`src/rtl/pipe_hazard_unit.sv`:
```
// Hazard controller beside ID: tracks in-flight destinations from EX to WB and
// produces the load-use stall, the IF/ID flush and the registered EX forwarding selects.
module pipe_hazard_unit #(
  parameter int REG_AW   = 5,
  parameter int DEPTH    = 3,
  parameter int LOAD_FWD = 2,
  parameter int ALU_FWD  = 1,
  parameter int BR_STAGE = 1,
  localparam int FW      = ($clog2(DEPTH) > 1) ? $clog2(DEPTH) : 1
) (
  input  logic              clk_i,
  input  logic              rst_i,
  input  logic              hold_i,
  input  logic              flush_i,
  input  logic              id_valid_i,
  input  logic [REG_AW-1:0] id_rs_i,
  input  logic [REG_AW-1:0] id_rt_i,
  input  logic              id_use_rs_i,
  input  logic              id_use_rt_i,
  input  logic              id_we_i,
  input  logic [REG_AW-1:0] id_wa_i,
  input  logic              id_load_i,
  output logic              stall_o,
  output logic              flush_ifid_o,
  output logic [FW-1:0]     fwd_a_o,
  output logic [FW-1:0]     fwd_b_o,
  output logic [DEPTH-1:0]  stage_valid_o
);

  logic [DEPTH-1:0]             valid_q, valid_d;
  logic [DEPTH-1:0]             we_q, we_d;
  logic [DEPTH-1:0]             load_q, load_d;
  logic [DEPTH-1:0][REG_AW-1:0] wa_q, wa_d;
  logic [FW-1:0]                fwd_a_q, fwd_a_d;
  logic [FW-1:0]                fwd_b_q, fwd_b_d;

  logic [DEPTH-1:0] match_a, match_b;
  logic [FW-1:0]    sel_a, sel_b;
  logic             stall_a, stall_b;
  logic             issue;

  // Per-stage address match for each used, non-r0 source
  always_comb begin
    for (int i = 0; i < DEPTH; i++) begin
      match_a[i] = valid_q[i] & we_q[i] & id_use_rs_i & (id_rs_i != '0) & (wa_q[i] == id_rs_i);
      match_b[i] = valid_q[i] & we_q[i] & id_use_rt_i & (id_rt_i != '0) & (wa_q[i] == id_rt_i);
    end
  end

  // Scan oldest to youngest so the youngest match wins; WB producers never forward
  always_comb begin
    sel_a   = '0;
    sel_b   = '0;
    stall_a = 1'b0;
    stall_b = 1'b0;
    for (int i = DEPTH - 1; i >= 0; i--) begin
      if (match_a[i]) begin
        sel_a   = (i <= DEPTH - 2) ? FW'(i + 1) : '0;
        stall_a = (i + 1) < (load_q[i] ? LOAD_FWD : ALU_FWD);
      end
      if (match_b[i]) begin
        sel_b   = (i <= DEPTH - 2) ? FW'(i + 1) : '0;
        stall_b = (i + 1) < (load_q[i] ? LOAD_FWD : ALU_FWD);
      end
    end
  end

  assign stall_o      = id_valid_i & ~hold_i & ~flush_i & (stall_a | stall_b);
  assign flush_ifid_o = flush_i & ~hold_i;
  assign issue        = id_valid_i & ~stall_o & ~flush_i;

  always_comb begin
    valid_d = valid_q;
    we_d    = we_q;
    load_d  = load_q;
    wa_d    = wa_q;
    fwd_a_d = fwd_a_q;
    fwd_b_d = fwd_b_q;
    if (!hold_i) begin
      for (int k = DEPTH - 1; k >= 1; k--) begin
        valid_d[k] = valid_q[k-1];
        we_d[k]    = we_q[k-1];
        load_d[k]  = load_q[k-1];
        wa_d[k]    = wa_q[k-1];
      end
      valid_d[0] = issue;
      we_d[0]    = id_we_i;
      load_d[0]  = id_load_i;
      wa_d[0]    = id_wa_i;
      // Squash the slots the wrong-path instructions would occupy after the shift
      if (flush_i) begin
        for (int k = 0; k < DEPTH; k++) begin
          if (k <= BR_STAGE) valid_d[k] = 1'b0;
        end
      end
      fwd_a_d = issue ? sel_a : '0;
      fwd_b_d = issue ? sel_b : '0;
    end
  end

  always_ff @(posedge clk_i or negedge rst_i) begin
    if (!rst_i) begin
      valid_q <= '0;
      we_q    <= '0;
      load_q  <= '0;
      wa_q    <= '0;
      fwd_a_q <= '0;
      fwd_b_q <= '0;
    end else begin
      valid_q <= valid_d;
      we_q    <= we_d;
      load_q  <= load_d;
      wa_q    <= wa_d;
      fwd_a_q <= fwd_a_d;
      fwd_b_q <= fwd_b_d;
    end
  end

  assign fwd_a_o       = fwd_a_q;
  assign fwd_b_o       = fwd_b_q;
  assign stage_valid_o = valid_q;

endmodule

```
`config.mk`:
```
export PLATFORM = sky130hd
export DESIGN_NAME = pipe_hazard_unit
export DESIGN_NICKNAME = d
export VERILOG_FILES = /design/src/rtl/pipe_hazard_unit.sv
export SDC_FILE = /design/constraint.sdc
export NUM_CORES = 1
export LEC_CHECK = 0
export BUFFER_PORTS_ARGS = -buffer_cell sky130_fd_sc_hd__buf_2
export CAP_MARGIN = 40
export CORE_MARGIN = 10
export CORE_UTILIZATION = 46
export CTS_CLUSTER_DIAMETER = 150
export DETAILED_ROUTE_END_ITERATION = 10
export PLACE_DENSITY = 0.73
export SLEW_MARGIN = 20
export SYNTH_ARGS = -nofsm -noshare
export SYNTH_HDL_FRONTEND = slang
export SYNTH_SLANG_ARGS = --single-unit
export TNS_END_PERCENT = 5
```
`constraint.sdc`:
```
create_clock -name clk_i -period 2.7 [get_ports clk_i]
set_input_delay 0.54 -clock clk_i [delete_from_list [all_inputs] [get_ports clk_i]]
set_output_delay 0.54 -clock clk_i [all_outputs]
set_load 0.01 [all_outputs]
```
# Yosys cells after proc, flatten, opt, wreduce, memory -nomap -nowiden
# Index checks and enable logic that the tools add are counted.
# Widths: inputs -> output; s select.
dict set report word_totals {
  reg_bits 28
  input_bits 24
}
dict set report classes {
  order_cmp 3
  eq_ne 6
  mux 16
  n_bitwise 31
  reduce_logical 2
}
# op n
set op_table {}
lappend op_table {{$eq 5x5->1} 6}
lappend op_table {{$and 1x1->1} 27}
lappend op_table {{$mux 2} 10}
lappend op_table {{$reduce_bool 5->1} 2}
lappend op_table {{$mux 1} 6}
lappend op_table {{$lt 2x2->1 const A} 2}
lappend op_table {{$not 1->1} 3}
lappend op_table {{$lt 1x2->1 const A} 1}
lappend op_table {{$or 1x1->1} 1}

# Logic depth before layout (Yosys ltp)
dict set report logic_depth {
  ltp_word 13
  ltp_mapped 5
}

# Worst setup path before layout
# OpenSTA, ideal clock, no wires.
dict set report synth_path {
  path_type {input to output}
  start {in id_rt_i[2]}
  end {out stall_o}
  arrival_ns 1.596
  setup_slack_ns 0.564
  path_stages 4
  path_cell_list {xor2_1 -> or4_4 -> a21oi_1 -> nor2b_1}
}
dict set report synth_between {
  elab_chain_cells 8
  word_cells_on_any_way 15
  classes_between {3 x eq/ne; 3 x mux; 8 x bitwise; 1 x reduce/logical}
}
# element line_no
set synth_lines {}
lappend synth_lines {{start: declaration} 17} ;# input logic [REG_AW-1:0] id_rt_i,
lappend synth_lines {{$reduce_bool 5->1} 46} ;# match_b[i] = valid_q[i] & we_q[i] & id_use_rt_i & (id_rt_i != '0) & (wa_q[i] == id_rt_i);
lappend synth_lines {{$and 1x1->1 (2 in a row)} 46}
lappend synth_lines {{$mux 1 (2 in a row)} 61} ;# if (match_b[i]) begin
lappend synth_lines {{$mux 1 (*)} 61}
lappend synth_lines {{$or 1x1->1 (*)} 68} ;# assign stall_o = id_valid_i & ~hold_i & ~flush_i & (stall_a | stall_b);
lappend synth_lines {{$and 1x1->1 (*)} 68}
lappend synth_lines {{end: declaration} 23} ;# output logic stall_o,
# Every way passes the cells marked *; elsewhere a longest branch is shown, timed or not.

# Worst setup path after layout
dict set report layout_path {
  start {reg wa_q[4] in the netlist's numbering}
  end {out stall_o}
}
dict set report layout_between {
  elab_chain_cells 5
  word_cells_on_any_way 8
  classes_between {2 x eq/ne; 2 x mux; 4 x bitwise}
}
# element line_no
set layout_lines {}
lappend layout_lines {{start: declaration} 33} ;# logic [DEPTH-1:0][REG_AW-1:0] wa_q, wa_d;
lappend layout_lines {{start signal: assignment} 113} ;# wa_q <= wa_d;
lappend layout_lines {{$eq 5x5->1, on equally long branches} {45, 46}}
lappend layout_lines {{$and 1x1->1, on equally long branches} {45, 46}}
lappend layout_lines {{$mux 1, on equally long branches} {57, 61}}
lappend layout_lines {{$or 1x1->1 (*)} 68}
lappend layout_lines {{$and 1x1->1 (*)} 68}
# Marked as above.

==> metrics.cfg <==
[cts]
clockBufferDepth=2
clock_latency_ns=0.30
post_cts_resized=0
root_buffer=clkbuf_4
path_clk_slew_ns=0.10
cts_made_buffers=3
cts_setup_buffers=0
cts_tree=built
numClockSinks=20
h-tree-depth=1
hold_buffers=0

[floorplan]
start_util=0.484
boundaryPins=33
die_height_um=68.2
core_um2=2210
dieArea_um2=4650
dieWidth_um=68.2
rows=17

[layout]
final_layout_size_suffix_gt1_frac=0.398
layout_common_cells=buf_2 (32), dfrtp_1 (20), xnor2_1 (16)
synthToLayoutAreaGrowth_pct=19.3
mostFrequentLayoutCell=buf_2
fillers=212
final_cell_count_no_fill=156
n_antenna_cell=0
final_net_count=154

[critical_path]
worstSetupStartpointType=flop
worstPathRequired_ns=2.16
path_max_fanout=4
critPathArrivalTime_ns=1.94
r2r-end=fwd_b_o[0]
crit_path_end=stall_o
r2r_setup_slack_ns=1.06
cp-end-kind=output pin
reg2reg_depth=4
r2r-start=wa_q[4]
crit_start=wa_q[4]
criticalPathCategory=flop to output pin

[timing]
finalCriticalPeriod_ns=2.48
maxSlewViolCount=0
setup-violations-final=0
clock.fmax_mhz=403
period_share=0.919
tightest_slew_ns=0.442
setup-tns-final_ns=0
relSlewSlack=0.705
finalHoldViolations=0
skew_ns=0.00624
rsz0062_at_grt=no

[synthesis]
synth_warnings=0
synth_seq_cells=20
syn-cell-area_um2=1070
synth_seq_area_share=0.468
synthCells=96
yosysUniqueCellTypes=19
syn_area_per_cell_um2=11.1
syn_nets=120

[pwr]
pwr-share-seq=0.581
switching_share=0.275
p_leak_nw=0.552
power_frac_clock=0.219
p_switching_uw=171
p_int_uw=452
power_frac_comb=0.201
irDropWorstVdd_v=0.000407
power_density_nw_per_um2=488

[placed_design]
hpwl_um=1910
gp_congestion=0.844
place_inst=153
place.port_buffers=32

[global_route]
antenna_found_initial=0
grt_pass1_wl_um=4000
grtUsageTotal=0.111
grt.overflow.total=0
grt_max_degree=23
grt_pass1_vias=896

[drt]
avgViaCountPerCell=5.46
num_vias=852
ant_nets=0
first_pass_iters=2
drc=0
drtIter0Drc=42
wl_per_cell_um=15.1
wirelength_um=2350

[run]
maxCapViolations=0

[min_path]
worst_hold_path_type=primary input to asynchronous set/reset pin

[outcome]
status=finished clean

## final cells by class
class	count	area, µm²	share of cell area
repair buffers	32	160	0.125
flip-flops and latches	20	500	0.392
well taps	28	35.0	0.0275
clock buffers	3	22.5	0.0176
multi-input cells	73	558	0.437
## state kept, by name (all words and copies together) (netlist names)
signal and flops:
stage_valid_o 3, we_q 2, wa_q 10, load_q 1, fwd_b_o 2, fwd_a_o 2
## power by group through the flow
stage / registers [mW] / clock network [mW] / logic, mW
after floorplan: 0.359 / 0 / 0.0854
after global placement: 0.367 / 0 / 0.122
after detailed placement: 0.369 / 0 / 0.127
after CTS: 0.362 / 0.143 / 0.127
after global routing: 0.367 / 0.153 / 0.140
final: 0.362 / 0.136 / 0.125
## kinds of logic (layout without fill, tap and decap cells)
group	Yosys count	count (layout)	share of synthesized area
flip-flops	20	20	0.468
AO/OA/AOI/OAI	9	9	0.0550
AND/OR/NAND/NOR	30	30	0.156
XOR/XNOR	20	20	0.164
multiplexers	14	14	0.147
buffers and inverters	3	35	0.0105
## critical path, stage by stage (launching register included)
cell,delay (ns)
dfrtp_1,0.45
xnor2_1,0.18
nand4_1,0.11
or4_4,0.45
a21oi_1,0.17
nor2b_1,0.14
buf_2,0.14
## Yosys cell counts
| cell type | count | area [µm²] |
|---|---|---|
| xnor2_1 | 16 | 140 |
| clkbuf_1 | 1 | 3.75 |
| mux2_2 | 14 | 158 |
| or4_1 | 2 | 15.0 |
| buf_1 | 2 | 7.51 |
| nor2_1 | 3 | 11.3 |
| nor2b_1 | 2 | 12.5 |
| nand3_1 | 5 | 25.0 |
| or4_4 | 2 | 22.5 |
| a21oi_1 | 3 | 15.0 |
| o22ai_1 | 2 | 12.5 |
| nand2_1 | 7 | 26.3 |
| nor3_1 | 2 | 10.0 |
| dfrtp_1 | 20 | 500 |
| o21ai_0 | 1 | 5.00 |
| a22o_1 | 1 | 8.76 |
| xor2_1 | 4 | 35.0 |
| o41ai_1 | 2 | 17.5 |
| nand4_1 | 7 | 43.8 |
## layer usage
| metal | part of all wire | wire length, µm | GRT usage |
|---|---|---|---|
| met2 | 0.45 | 1070 | 0.179 |
| met1 | 0.41 | 975 | 0.125 |
| met5 | 0 | 0 | 0 |
| met4 | 0.011 | 27 | 0.0452 |
| met3 | 0.12 | 279 | 0.0506 |
## stage by stage
stage                     instance area (µm²)   util  setup slack (ns)  power, mW  hold slack (ns)
after detailed placement                 1250  0.567             0.342      0.495            0.467
after CTS                                1280  0.577             0.214      0.633            0.170
after floorplan                          1070      -             0.564      0.444            0.244
after global routing                     1280  0.577            0.0552      0.661            0.189
after global placement                   1250  0.567             0.342      0.490            0.467
final                                    1280  0.577             0.219      0.623            0.161
## worst min path at each step
stage                    start               end  slack (ns)  cells after the start
finish                   rst_i  stage_valid_o[1]        0.16                      1
global route             rst_i  stage_valid_o[2]        0.19                      1
CTS                      rst_i  stage_valid_o[2]        0.17                      1
detailed placement  fwd_a_o[0]        fwd_a_o[0]        0.47                      2
global placement    fwd_a_o[0]        fwd_a_o[0]        0.47                      2
floorplan                rst_i        fwd_a_o[0]        0.24                      0
Power figures use the tool's default switching activity.
